==> src/rtl/rps_game_fsm.sv <==
// rps_game_fsm: rock-paper-scissors round controller feeding the VGA display stage
// Ports:
//   clk                                 system clock
//   rst                                 asynchronous active-low reset
//   btn_start                           one-cycle pulse, starts a match from IDLE
//   btn_rock, btn_paper, btn_scissors   one-cycle pulses, player hand select
//   state                               0 IDLE, 1 SELECT, 2 REVEAL, 3 RESULT
//   player_hand, com_hand               0 none, 1 rock, 2 paper, 3 scissors
//   result                              0 none, 1 player win, 2 computer win, 3 draw
//   player_score, com_score             saturating match scores
//   match_over                          high once a score reaches WIN_TARGET
// Build option RPS_LFSR_EN selects an 8-bit LFSR computer hand instead of the
// deterministic 1->2->3 cyclic counter.
module rps_game_fsm #(
    parameter logic [31:0] REVEAL_CYCLES  = 32'd100_000_000,
    parameter logic [31:0] RESULT_CYCLES  = 32'd200_000_000,
    parameter logic [31:0] SELECT_TIMEOUT = 32'd500_000_000,
    parameter logic [3:0]  WIN_TARGET     = 4'd3
) (
    input  logic       clk,
    input  logic       rst,
    input  logic       btn_start,
    input  logic       btn_rock,
    input  logic       btn_paper,
    input  logic       btn_scissors,
    output logic [1:0] state,
    output logic [1:0] player_hand,
    output logic [1:0] com_hand,
    output logic [1:0] result,
    output logic [3:0] player_score,
    output logic [3:0] com_score,
    output logic       match_over
);
    typedef enum logic [1:0] {IDLE = 2'd0, SELECT = 2'd1, REVEAL = 2'd2, RESULT = 2'd3} state_t;
    state_t      st;
    logic [31:0] timer;
    logic [1:0]  gen_hand;
    logic        press;
    logic [1:0]  pick;
    logic [2:0]  diff;
    logic [1:0]  judged;
    logic        p_inc;
    logic        c_inc;
    logic [3:0]  p_new;
    logic [3:0]  c_new;
    logic        sel_done;
    logic        rev_done;
    logic        res_done;
`ifdef RPS_LFSR_EN
    logic [7:0] lfsr;
    always_ff @(posedge clk or negedge rst) begin
        if (!rst) lfsr <= 8'h01;
        else lfsr <= {lfsr[6:0], lfsr[7] ^ lfsr[5] ^ lfsr[4] ^ lfsr[3]};
    end
    assign gen_hand = 2'(lfsr % 8'd3) + 2'd1;
`else
    logic [1:0] cnt;
    always_ff @(posedge clk or negedge rst) begin
        if (!rst) cnt <= 2'd1;
        else cnt <= (cnt == 2'd3) ? 2'd1 : cnt + 2'd1;
    end
    assign gen_hand = cnt;
`endif
    always_comb begin
        press    = btn_rock | btn_paper | btn_scissors;
        pick     = btn_rock ? 2'd1 : btn_paper ? 2'd2 : btn_scissors ? 2'd3 : 2'd0;
        diff     = ({1'b0, player_hand} + 3'd3 - {1'b0, com_hand}) % 3'd3;
        judged   = (player_hand == 2'd0) ? 2'd2 : (diff == 3'd0) ? 2'd3 : (diff == 3'd1) ? 2'd1 : 2'd2;
        p_inc    = (judged == 2'd1) && (player_score != 4'hF);
        c_inc    = (judged == 2'd2) && (com_score != 4'hF);
        p_new    = player_score + {3'd0, p_inc};
        c_new    = com_score + {3'd0, c_inc};
        sel_done = timer == SELECT_TIMEOUT - 32'd1;
        rev_done = timer == REVEAL_CYCLES - 32'd1;
        res_done = timer == RESULT_CYCLES - 32'd1;
    end
    always_ff @(posedge clk or negedge rst) begin
        if (!rst) begin
            st           <= IDLE;
            timer        <= 32'd0;
            player_hand  <= 2'd0;
            com_hand     <= 2'd0;
            result       <= 2'd0;
            player_score <= 4'd0;
            com_score    <= 4'd0;
            match_over   <= 1'b0;
        end else begin
            timer <= timer + 32'd1;
            case (st)
                IDLE: if (btn_start) begin
                    st           <= SELECT;
                    timer        <= 32'd0;
                    player_hand  <= 2'd0;
                    com_hand     <= 2'd0;
                    result       <= 2'd0;
                    player_score <= 4'd0;
                    com_score    <= 4'd0;
                    match_over   <= 1'b0;
                end
                SELECT: if (press || sel_done) begin
                    st          <= REVEAL;
                    timer       <= 32'd0;
                    player_hand <= pick;
                    com_hand    <= gen_hand;
                end
                REVEAL: if (rev_done) begin
                    st           <= RESULT;
                    timer        <= 32'd0;
                    result       <= judged;
                    player_score <= p_new;
                    com_score    <= c_new;
                    match_over   <= (p_inc && p_new == WIN_TARGET) || (c_inc && c_new == WIN_TARGET);
                end
                RESULT: if (res_done) begin
                    st    <= match_over ? IDLE : SELECT;
                    timer <= 32'd0;
                    if (!match_over) begin
                        player_hand <= 2'd0;
                        com_hand    <= 2'd0;
                        result      <= 2'd0;
                    end
                end
                default: st <= IDLE;
            endcase
        end
    end
    assign state = st;
endmodule

==> config.mk <==
export PLATFORM = sky130hd
export DESIGN_NAME = rps_game_fsm
export DESIGN_NICKNAME = d
export VERILOG_FILES = /design/src/rtl/rps_game_fsm.sv
export SDC_FILE = /design/constraint.sdc
export NUM_CORES = 1
export LEC_CHECK = 0
export ABC_CLOCK_PERIOD_IN_PS = 4200
export BUFFER_PORTS_ARGS = -buffer_cell sky130_fd_sc_hd__buf_2
export CORE_MARGIN = 5
export CORE_UTILIZATION = 45
export DETAILED_ROUTE_END_ITERATION = 7
export REMOVE_ABC_BUFFERS = 1
export SLEW_MARGIN = 20
export SYNTH_ARGS = -nofsm -noshare
export SYNTH_HDL_FRONTEND = slang
export SYNTH_SLANG_ARGS = --single-unit
==> constraint.sdc <==
create_clock -name clk -period 4.2 [get_ports clk]
set_input_delay 0.63 -clock clk [delete_from_list [all_inputs] [get_ports clk]]
set_output_delay 0.63 -clock clk [all_outputs]
set_load 0.005 [all_outputs]
==> flow_summary.json <==
{
  "drtPass1Iterations": 4,
  "synth_seq_area_share": 0.437,
  "synthTopCellsByArea": "dfrtp_1 43%, nor2_1 6.8%, ha_1 6.0%",
  "ys_warn_count": 0,
  "worstSetupPathType": "reg -> reg",
  "portBuffers": 22,
  "power.internal_uw": 893,
  "cts_hold_buf": 0,
  "grt_first_pass_wirelength_microns": 10800,
  "rrSetupSlack_ns": 0.33,
  "drt_iter0_drc": 83,
  "area_delta_synth_final_pct": 9.41,
  "routed_via_density": 5.50,
  "setup_tns_ns": 0,
  "syn_inst": 310,
  "clk_latency_ns": 0.30,
  "p_clk_frac": 0.186,
  "post_cts_buffers": 0,
  "status": "finished, final reports clean",
  "clk_pin_slew_ns": 0.09,
  "core-area_sq_um": 6350,
  "slew_violations": 0,
  "syn_area_sq_um": 2930,
  "reg2reg_depth": 16,
  "period_minus_slack_ns": 3.87,
  "synthArstFlopShare": 1.00,
  "r2r_start": "player_hand[0]",
  "leakage_uw": 0.00146,
  "ir_drop_uv": 231,
  "max_cap_violations": 0,
  "endpoint_kind": "flop",
  "dominantRegCellSynth": "dfrtp_1",
  "drt_wl_total_microns": 6040,
  "multi_input_area_sq_um": 1580,
  "avgSynthCellArea_sq_um": 9.44,
  "vias": 2262,
  "final_core_util": 0.504,
  "ys_seq_elements": 51,
  "power.density_nw_per_um2": 461,
  "skew_ns": 0.00600,
  "crit_slowest_cell": "fa_1",
  "arrival_ns": 4.08,
  "r2r-end": "match_over",
  "gp_congestion": 0.866,
  "power_uw": 1470,
  "fmax_mhz": 259,
  "crit_required_ns": 4.41,
  "synth_cell_types": 49,
  "cp_max_fo": 5,
  "setup_ws_ns": 0.334,
  "worstMarginPinSlew_ns": 0.665,
  "start_kind": "flop",
  "cts_made_buffers": 5,
  "grt_pass1_vias": 2299,
  "ios": 23,
  "power_frac_comb": 0.425,
  "hpwl_microns": 4340,
  "cts_tree": "built",
  "dpl_worst_slack_ns": 0.400,
  "slew_headroom": 0.557,
  "antenna_left": 0,
  "die_w_microns": 90.6,
  "initial_utilization": 0.461,
  "cts_sinks": 51,
  "swShare": 0.395,
  "grtUsageTotal": 0.156,
  "hold_viol": 0,
  "die_area_sq_um": 8210,
  "setup_viol": 0,
  "grt_antenna_before_repair": 0,
  "fin_nets": 354,
  "cts_resized": 0,
  "holdWs_ns": 0.432,
  "grt_setup_unrepaired": "false",
  "cpPeakStageDelay_ns": 0.44,
  "hp-class": "in -> async",
  "power_switching_uw": 582,
  "grt_max_degree": 52,
  "critPathMostFrequentCell": "ha_1",
  "area.sequential_sq_um": 1280,
  "drc": 0,
  "synth-edff-count": 0,
  "cts_max_path_buffers": 2,
  "die_y_microns": 90.6,
  "n_antenna_cell": 0,
  "htree_levels": 2,
  "synth_top_area_frac": 0.428,
  "clock_tree.root_cell": "clkbuf_8",
  "placementRows": 29,
  "post-route-period-util": 0.920,
  "fillers": 606,
  "wl_per_cell_microns": 14.7,
  "crit_chain": "ha_1 -> fa_1 -> nor2b_1 -> ha_1 -> ha_1 -> o311ai_0 -> o41ai_1 -> nor3_1 -> ha_1 -> ha_1 -> nand2_1 -> a21oi_1 -> nor2_1 -> o22ai_1 -> a41oi_1 -> o31ai_1",
  "power_frac_seq": 0.388,
  "synth_area_leader_cell": "dfrtp_1",
  "layout-drive-gt1-share": 0.120,
  "grt_overflow": 0
}
[cells in the mapped netlist, types with 3 or more instances]
cell type  count
xnor2_1       11
nor2_1        53
nor3_1         8
nor3b_1        3
nand4_1       10
xor2_1        19
a22o_1         6
and3_1         4
and4_1         7
nor2b_1        7
dfrtp_1       50
and2_1         3
mux2i_1        3
nand3_1       17
ha_1          14
a21oi_1        3
o21ai_0       11
clkbuf_1       3
o31ai_1        3
nand2_1       24
inv_1         12
buf_2          5
[cell families after synthesis]
group | Yosys count | synth area share
compound gates | 35 | 0.0847
xor+xnor | 30 | 0.0898
fa+ha+maj | 15 | 0.0667
buf+inv | 20 | 0.0278
flops | 51 | 0.437
mux | 5 | 0.0180
simple gates | 154 | 0.276
[through the flow]
stage / area [sq um] / instances
after floorplan: 2890 / 302
after global placement: 3120 / 403
after detailed placement: 3120 / 403
after CTS: 3200 / 411
after global routing: 3200 / 411
final: 3200 / 411
[routing by layer]
layer	track usage	routed length, microns
met2	0.260	2910
met3	0.0308	204
met5	0	0
met1	0.203	2860
met4	0.0447	61
[power groups by stage]
stage	combinational, uW	sequential (uW)	clock (uW)
floorplan	439	578	0
global placement	624	581	0
detailed placement	635	583	0
CTS	640	573	289
global route	714	581	310
finish	627	573	275
[final cells by class]
cell class                      instances  area share
Sequential cell                        51       0.399
Tap cell                               77      0.0301
Clock buffer                            7      0.0238
Timing Repair Buffer                   24      0.0391
Inverter                               12      0.0141
Clock inverter                          1     0.00156
Multi-Input combinational cell        239       0.492
[flip-flops by register name, summed over array words and instances, names as in the netlist]
register      flops
cnt               2
com_hand          2
com_score         4
match_over        1
player_hand       2
player_score      4
result            2
state             2
timer            32
[how the worst max path moves through the flow]
stage	endpoint	start
4_1_cts	match_over	player_hand[0]
3_5_place_dp	match_over	player_hand[0]
5_1_grt	match_over	player_hand[0]
2_1_floorplan	match_over	player_hand[0]
6_report	match_over	player_hand[0]
3_3_place_gp	match_over	player_hand[0]
[worst max-delay path, delay by kind of cell (launching register included)]
family                     cells  cell delay [ns]
and+or+nand+nor                4             0.60
DFF                            1             0.41
adders and majority gates      6             1.56
AOI/OAI and AO/OA              6             1.20
[cells in the final DEF (no fill, tap or decap), drive strengths merged, types with 2 or more instances in the layout]
| master | netlist | final |
|---|---|---|
| and3 | 4 | 4 |
| inv | 12 | 12 |
| o31ai | 4 | 4 |
| a21o | 2 | 2 |
| buf | 5 | 24 |
| xnor2 | 11 | 11 |
| or4 | 2 | 2 |
| xor2 | 19 | 19 |
| a22o | 6 | 6 |
| nand4 | 11 | 11 |
| nor3b | 3 | 3 |
| and4 | 8 | 8 |
| nand2 | 24 | 24 |
| o21ai | 11 | 11 |
| nand2b | 2 | 2 |
| a21oi | 3 | 3 |
| mux2i | 3 | 3 |
| o41ai | 2 | 2 |
| nor2 | 53 | 53 |
| nor3 | 8 | 8 |
| nand3 | 17 | 17 |
| dfrtp | 50 | 50 |
| o22ai | 2 | 2 |
| nor2b | 7 | 7 |
| or2 | 2 | 2 |
| mux2 | 2 | 2 |
| ha | 14 | 14 |
| clkbuf | 3 | 7 |
| and2 | 4 | 4 |
Power figures use the tool's default switching activity.
